==> src/rtl/snes_multi_ctrl.sv <==
// snes_multi_ctrl: polls NPORT NES/SNES pads sharing latch and clock lines.
// Each poll shifts NBITS button bits plus one presence bit per port and
// publishes active-high button words with a one-cycle valid strobe.
module snes_multi_ctrl #(
    parameter int SYSMHZ    = 100,
    parameter int TICKUS    = 6,
    parameter int NPORT     = 2,
    parameter int NBITS     = 16,
    parameter int AUTOTICKS = 2778
) (
    input  logic                     clk,
    input  logic                     rst_n,
    input  logic                     start,
    input  logic                     auto_en,
    input  logic [NPORT-1:0]         data,
    output logic                     dclk,
    output logic                     dlatch,
    output logic [NPORT*NBITS-1:0]   buttons,
    output logic [NPORT-1:0]         present,
    output logic                     valid,
    output logic                     busy
);

    localparam int DIV   = SYSMHZ * TICKUS;
    localparam int DIVW  = (DIV > 1) ? $clog2(DIV) : 1;
    localparam int AUTOW = (AUTOTICKS > 1) ? $clog2(AUTOTICKS) : 1;
    localparam int IDXW  = $clog2(NBITS + 1);

    localparam logic [DIVW-1:0]  DIV_LAST  = DIVW'(DIV - 1);
    localparam logic [AUTOW-1:0] AUTO_LAST = AUTOW'(AUTOTICKS - 1);
    localparam logic [IDXW-1:0]  IDX_LAST  = IDXW'(NBITS);

    typedef enum logic [2:0] {
        S_IDLE  = 3'd0,
        S_LAT0  = 3'd1,
        S_LAT1  = 3'd2,
        S_SAMP  = 3'd3,
        S_CLKLO = 3'd4,
        S_DONE  = 3'd5
    } state_t;

    logic [NPORT-1:0]  r_data_meta;
    logic [NPORT-1:0]  r_data_sync;
    logic [DIVW-1:0]   r_div_cnt;
    logic [AUTOW-1:0]  r_auto_cnt;
    logic              r_pending;
    state_t            r_state;
    logic [IDXW-1:0]   r_idx;
    logic              r_dclk;
    logic              r_dlatch;
    logic              r_valid;
    logic [NBITS:0]    r_raw     [NPORT];
    logic [NBITS-1:0]  r_btn     [NPORT];
    logic              r_pres    [NPORT];

    state_t            w_state_next;
    logic [IDXW-1:0]   w_idx_next;
    logic              w_tick;
    logic              w_auto_wrap;
    logic              w_take;
    logic              w_shift;
    logic              w_publish;

    assign w_tick      = (r_div_cnt == DIV_LAST);
    assign w_auto_wrap = w_tick && (r_auto_cnt == AUTO_LAST);

    // Two-flop synchroniser for the asynchronous pad data lines
    always_ff @(posedge clk or negedge rst_n) begin
        if (!rst_n) begin
            r_data_meta <= '0;
            r_data_sync <= '0;
        end else begin
            r_data_meta <= data;
            r_data_sync <= r_data_meta;
        end
    end

    // Protocol tick divider: one-cycle tick every DIV clocks
    always_ff @(posedge clk or negedge rst_n) begin
        if (!rst_n) begin
            r_div_cnt <= '0;
        end else if (w_tick) begin
            r_div_cnt <= '0;
        end else begin
            r_div_cnt <= r_div_cnt + DIVW'(1);
        end
    end

    // Free-running auto-poll period counter, advancing once per tick
    always_ff @(posedge clk or negedge rst_n) begin
        if (!rst_n) begin
            r_auto_cnt <= '0;
        end else if (w_tick) begin
            if (r_auto_cnt == AUTO_LAST) begin
                r_auto_cnt <= '0;
            end else begin
                r_auto_cnt <= r_auto_cnt + AUTOW'(1);
            end
        end
    end

    // Single-entry request queue; a new request wins over the consume
    always_ff @(posedge clk or negedge rst_n) begin
        if (!rst_n) begin
            r_pending <= 1'b0;
        end else begin
            r_pending <= (r_pending & ~w_take) | start | (w_auto_wrap & auto_en);
        end
    end

    // Next-state logic; every transition waits for a tick
    always_comb begin
        w_state_next = r_state;
        w_idx_next   = r_idx;
        w_take       = 1'b0;
        w_shift      = 1'b0;
        w_publish    = 1'b0;
        if (w_tick) begin
            case (r_state)
                S_IDLE: begin
                    if (r_pending) begin
                        w_take       = 1'b1;
                        w_idx_next   = '0;
                        w_state_next = S_LAT0;
                    end
                end
                S_LAT0:  w_state_next = S_LAT1;
                S_LAT1:  w_state_next = S_SAMP;
                S_SAMP: begin
                    w_shift = 1'b1;
                    if (r_idx == IDX_LAST) begin
                        w_state_next = S_DONE;
                    end else begin
                        w_idx_next   = r_idx + IDXW'(1);
                        w_state_next = S_CLKLO;
                    end
                end
                S_CLKLO: w_state_next = S_SAMP;
                S_DONE: begin
                    w_publish    = 1'b1;
                    w_state_next = S_IDLE;
                end
                default: w_state_next = S_IDLE;
            endcase
        end
    end

    // State, bit index and registered pad-line / strobe outputs
    always_ff @(posedge clk or negedge rst_n) begin
        if (!rst_n) begin
            r_state  <= S_IDLE;
            r_idx    <= '0;
            r_dclk   <= 1'b1;
            r_dlatch <= 1'b0;
            r_valid  <= 1'b0;
        end else begin
            r_state  <= w_state_next;
            r_idx    <= w_idx_next;
            r_dclk   <= (w_state_next != S_CLKLO);
            r_dlatch <= (w_state_next == S_LAT0) || (w_state_next == S_LAT1);
            r_valid  <= w_publish;
        end
    end

    // Per-port shift register and published button/presence words
    generate
        for (genvar gi = 0; gi < NPORT; gi++) begin : g_port
            // Capture sample idx, then invert into active-high outputs on DONE
            always_ff @(posedge clk or negedge rst_n) begin
                if (!rst_n) begin
                    r_raw[gi]  <= '0;
                    r_btn[gi]  <= '0;
                    r_pres[gi] <= 1'b0;
                end else begin
                    if (w_shift) begin
                        r_raw[gi][r_idx] <= r_data_sync[gi];
                    end
                    if (w_publish) begin
                        r_btn[gi]  <= ~r_raw[gi][NBITS-1:0];
                        r_pres[gi] <= ~r_raw[gi][NBITS];
                    end
                end
            end
            assign buttons[gi*NBITS +: NBITS] = r_btn[gi];
            assign present[gi]                = r_pres[gi];
        end
    endgenerate

    assign dclk   = r_dclk;
    assign dlatch = r_dlatch;
    assign valid  = r_valid;
    assign busy   = (r_state != S_IDLE) | r_pending;

endmodule

==> config.mk <==
export PLATFORM = sky130hd
export DESIGN_NAME = snes_multi_ctrl
export DESIGN_NICKNAME = d
export VERILOG_FILES = /design/src/rtl/snes_multi_ctrl.sv
export SDC_FILE = /design/constraint.sdc
export NUM_CORES = 1
export LEC_CHECK = 0
export ABC_AREA = 1
export CAP_MARGIN = 20
export CORE_AREA = 5 5 92 115
export CTS_CLUSTER_DIAMETER = 50
export DETAILED_ROUTE_END_ITERATION = 12
export DIE_AREA = 0 0 97 120
export PLACE_DENSITY = 0.68
export SETUP_SLACK_MARGIN = 0.1
export SYNTH_ARGS = -nofsm -noshare
export SYNTH_HDL_FRONTEND = slang
export SYNTH_SLANG_ARGS = --single-unit
==> constraint.sdc <==
create_clock -name clk -period 2.03 [get_ports clk]
set_clock_uncertainty 0.1 [all_clocks]
set_input_delay 0.406 -clock clk [delete_from_list [all_inputs] [get_ports clk]]
set_output_delay 0.406 -clock clk [all_outputs]
set_load 0.03 [all_outputs]
Yosys cells after proc, flatten, opt, wreduce, memory -nomap -nowiden
Index checks and enable logic that the tools add are counted.
{"block": "totals", "regBits": 106, "elab_cells": 72, "output_inout_bits": 38, "in_bits": 6}
{"block": "op_classes", "order_cmp": 2, "eq_ne": 13, "reduce_logical": 8, "n_mux": 20, "bitwise": 10, "addsub": 3}
{"cell": "$bwmux 17", "count": 2}
{"cell": "$not 16->16", "count": 2}
{"cell": "$add 12x1->12 const B", "count": 1}
{"cell": "$eq 12x12->1 const B", "count": 1}
{"cell": "$mux 12", "count": 1}
{"cell": "$pmux 3 s4", "count": 1}
{"cell": "$add 10x1->10 const B", "count": 1}
{"cell": "$eq 10x10->1 const B", "count": 1}
{"cell": "$mux 10", "count": 1}
{"cell": "$mux 5", "count": 2}
{"cell": "$pmux 5 s2", "count": 1}
{"cell": "$eq 3x2->1 const B", "count": 3}
{"cell": "$mux 1", "count": 9}
{"cell": "$eq 3x1->1 const B", "count": 2}
{"cell": "$eq 3x3->1 const B", "count": 2}
{"cell": "$lt 5x6->1 const B", "count": 1}
{"cell": "$mux 3", "count": 2}
{"cell": "$add 5x1->5 const B", "count": 1}
{"cell": "$demux 1 s5", "count": 1}
{"cell": "$eq 5x5->1 const B", "count": 1}
{"cell": "$ge 5x1->1 const B", "count": 1}
{"cell": "$ne 2x2->1 const B", "count": 2}
{"cell": "$reduce_and 4->1", "count": 1}
{"cell": "$logic_not 3->1", "count": 1}
{"cell": "9 further kinds", "count": 15}

Longest topological paths before layout
{"block": "depth", "ltp_word": 7, "ltp_mapped": 10, "depth_no_buf": 10}

Least setup slack after synthesis
No wires, ideal clock.
{"block": "synth_path", "kind": "register to register", "start": "register r_div_cnt[0]", "end": "register r_btn, in the netlist buttons[26]", "required_ps": 1809, "setup_slack_ps": 284, "stages_incl_launch_ff": 11, "path_buffers": 2, "setup_time_ps": 121, "arrival_ps": 1525, "period_less_slack_ps": 1746, "cell_sequence": "dfrtp_1 ha_1 nand2_2 nor2_4 nand3_4 clkinv_2 nand4_4 buf_6 buf_6 nand2_1 o21ai_1"}
{"block": "synth_via", "elab_chain_cells": 2}
{"item": "from (decl)", "line": "44", "text": "logic [DIVW-1:0] r_div_cnt;"}
{"item": "from (signal assigned)", "line": "85", "text": "r_div_cnt <= r_div_cnt + DIVW'(1);"}
{"item": "$eq 10x10->1", "line": "64", "text": "assign w_tick = (r_div_cnt == DIV_LAST);"}
{"item": "$mux 1", "line": "118", "text": "if (w_tick) begin"}
{"item": "to (signal, indexed assignment)", "line": "179", "text": "r_btn[gi] <= ~r_raw[gi][NBITS-1:0];"}
{"item": "to (decl)", "line": "53", "text": "logic [NBITS-1:0] r_btn [NPORT];"}
Every way passes these cells.
A chain may end at the register's enable or synchronous reset.

Worst setup path in the final report
{"block": "layout_path", "start": "register r_btn, in the netlist buttons[18]", "end": "output buttons[18]"}
{"item": "to (decl)", "line": "18", "text": "output logic [NPORT*NBITS-1:0] buttons,"}
No word-level cell between the ends.

==> results.md <==
- Status: finished, final reports clean
- Primary FF master, synth: dfrtp_1
- Syn Area/Cell: just over 9 um^2
- Num rows: 40
- Crit start category: register
- Place WS: 102 ps
- RSZ-0062 raised after global routing: true
- Most common cell after layout, fill and taps aside: nand2_1
- Total of max-cap violations: 0
- Antenna violations before repair: 0
- GR Overflow Total: 0
- CTS Buffer Depth: 2
- Final cycle utilization of the critical path: 0.926
- Die X: ~97 um
- CTS tree: yes
- Delay-heaviest family, CP: buffers and inverters
- Final-report setup violation count: 0
- Crit end category: output port
- Synth unique cells: 31
- M1 WL: roughly 4.0 mm
- Starting Density: 0.482
- Worst Slack Setup Final: between 150 and 200 ps
- Slew @ Worst Pin: around 580 ps
- Synth Cell Area: between 0.004 and 0.005 mm^2
- Clock tree sinks: between 100 and 150
- Endpoints failing hold: 0
- Max Slew Vio Count: 0
- Crit path DAT: ~1400 ps
- EDFF count, synth: 0
- WP data required: about 1500 ps
- Worst path bufs/invs: 1
- Clock slew at reported path FFs: around 70 ps
- P_leak: 2.57 nW
- 1st-pass router iterations: 4
- I/O pins: 44
- Final antenna-violating net count: 0
- Routed wl met3: around 270 um
- CP max FO: 2
- Post-synthesis mux area share: 0
- # DRC: 0
- VDD IR-drop max: 0.364 mV
- Max-slew headroom: 0.614
- Die Span Y: around 120 um
- Fmax: approximately 0.53 GHz
- Clock latency at the later pin of the worst-skew pair: around 340 ps
- Routed vias: about 3500
- Slowest stage delay, CP: ~680 ps
- Initial DRC Count: roughly 140
- Ant diodes: 0
- Yosys Warn Count: 0
- Post-Synth Adder-Cell Area: 0.0192
- Setup TNS: 0 ps
- Met2 wire length: a little under 5 mm
- Critical path type: reg -> out
- GRT Overall Usage: 0.167
- PortBufs: 43
- Crit. path cell count: 1
- Post-synthesis net count: 508
- Tmin final: 1880 ps
- Synth Area in XOR/XNOR: 0.0211
- Final WL: just over 9 mm
- CORE AREA: around 0.0095 mm^2
- Area Growth Syn to Fin: 24.1%
- Compound-Gate Fraction of Synth Area: 0.102
- Cells after synthesis: ~500
- Highest Signal Layer: met4
- Clock Root Buffer: clkbuf_16
- Final GP Congestion: between 0.7 and 0.8
- Largest family of logic cells by synthesized area: simple AND/OR/NAND/NOR gates
- Vias in the first global route: about 3500
- First-pass GRT wire length: 16.2 mm
- Async SR Flop Fraction: 1.00
- P per Cell Area: 683 mW/mm^2
- Cell Chain, Critical Path: clkdlybuf4s50_1
- Slowest library cell on the worst path: clkdlybuf4s50_1
- Sequential share of the synthesized area: 0.583
- Flops & latches, synth: 106
- Worst hold path depth: 0
- Worst Reg-to-Reg Cells: 9
- Most frequent cells in the layout: nand2_1, dfrtp_1, o21ai_1
- Nets: between 500 and 600
- Die ar.: roughly 0.012 mm^2
- Min-delay worst type: reg -> reg
- Drt via density: just over 5
- Avg WL per Cell: ~14 um
- Largest net degree at the start of global routing: 63
- Post-Synth Simple-Gate Area: 0.224
- Post-DP HPWL: between 6 and 7 mm
- Number of CTS-inserted buffers: 9
- CTS H-tree depth: 3
- Layout cells sized above 1: 0.123
-- logic make-up (layout without fill, tap and decap cells) --
logic type	count (synthesis)	in the layout
AND/OR/NAND/NOR	229	229
AO/OA/AOI/OAI	88	88
adder cells (fa/ha/maj)	7	7
flip-flops	106	106
buffers and inverters	54	120
XOR/XNOR	11	11
-- state kept, by name (all words and copies together) (netlist names) --
signal / count
valid: 1
dlatch: 1
r_data_meta: 2
r_state: 3
r_pending: 1
buttons: 32
dclk: 1
r_div_cnt: 10
r_data_sync: 2
r_idx: 5
r_raw: 34
r_auto_cnt: 12
present: 2
-- path summary, 6_finish.rpt --
| path | to | startpoint | slack, ps |
|---|---|---|---|
| worst max register to register | r_raw[19] | r_div_cnt[1] | 160 |
| max in group asynchronous | dclk | rst_n | 990 |
| worst min register to register | r_data_sync[0] | r_data_meta[0] | 260 |
| worst min-delay path | r_data_sync[0] | r_data_meta[0] | 260 |
| min in group asynchronous | buttons[13] | rst_n | 490 |
| worst max-delay path | buttons[18] | buttons[18] | 150 |
-- stage by stage --
stage | utilization | area (um^2) | total power [W] | hold slack, ps | std cells
floorplan | - | 4560 | 0.00216 | 10.4 | 495
global placement | 0.547 | 5180 | 0.00223 | 233 | 659
detailed placement | 0.547 | 5180 | 0.00223 | 243 | 659
CTS | 0.583 | 5520 | 0.00390 | 258 | 677
global route | 0.598 | 5650 | 0.00400 | 271 | 687
finish | 0.598 | 5650 | 0.00386 | 257 | 687
-- final cells by class --
cell class,instances,area (um^2)
fill,815,3810
clock buffer,11,233
multi-input combinational,335,1720
timing repair buffer,65,673
tap,126,158
inverter,39,159
clock inverter,5,55.1
sequential,106,2660
-- power breakdown --
part,switching (W),internal (W)
registers,0.000000954,0.00212
logic,0.0000516,0.0000178
clock network,0.000724,0.000952
-- cell usage after synthesis, types with 4 or more instances --
| master | count | area [um^2] |
|---|---|---|
| dfrtp_1 | 105 | 2630 |
| nand4_1 | 12 | 75.1 |
| xor2_1 | 10 | 87.6 |
| ha_1 | 7 | 87.6 |
| o21ai_2 | 5 | 43.8 |
| a21oi_1 | 4 | 20.0 |
| nor3_1 | 12 | 60.1 |
| inv_1 | 37 | 139 |
| nand2_1 | 133 | 499 |
| o21ai_1 | 42 | 210 |
| nand3_1 | 33 | 165 |
| o21ai_0 | 34 | 170 |
| buf_2 | 8 | 40.0 |
| nor2_1 | 29 | 109 |
-- what timing repair did --
| action | CTS | global route |
|---|---|---|
| hold buffers | 1 | 0 |
| gates cloned | 1 | 0 |
| pin swaps | 0 | 5 |
| endpoints found under the setup margin | 8 | 75 |
| hold endpoints to repair | 88 | 0 |
| setup buffers | 0 | 10 |
| resized for setup | 4 | 19 |
-- layer usage --
metal	track usage	vias up
li1	-	1749
met2	0.297	58
met3	0.0320	16
met1	0.201	1712
met4	0.0650	0
met5	0	-
Power figures use the tool's default switching activity.
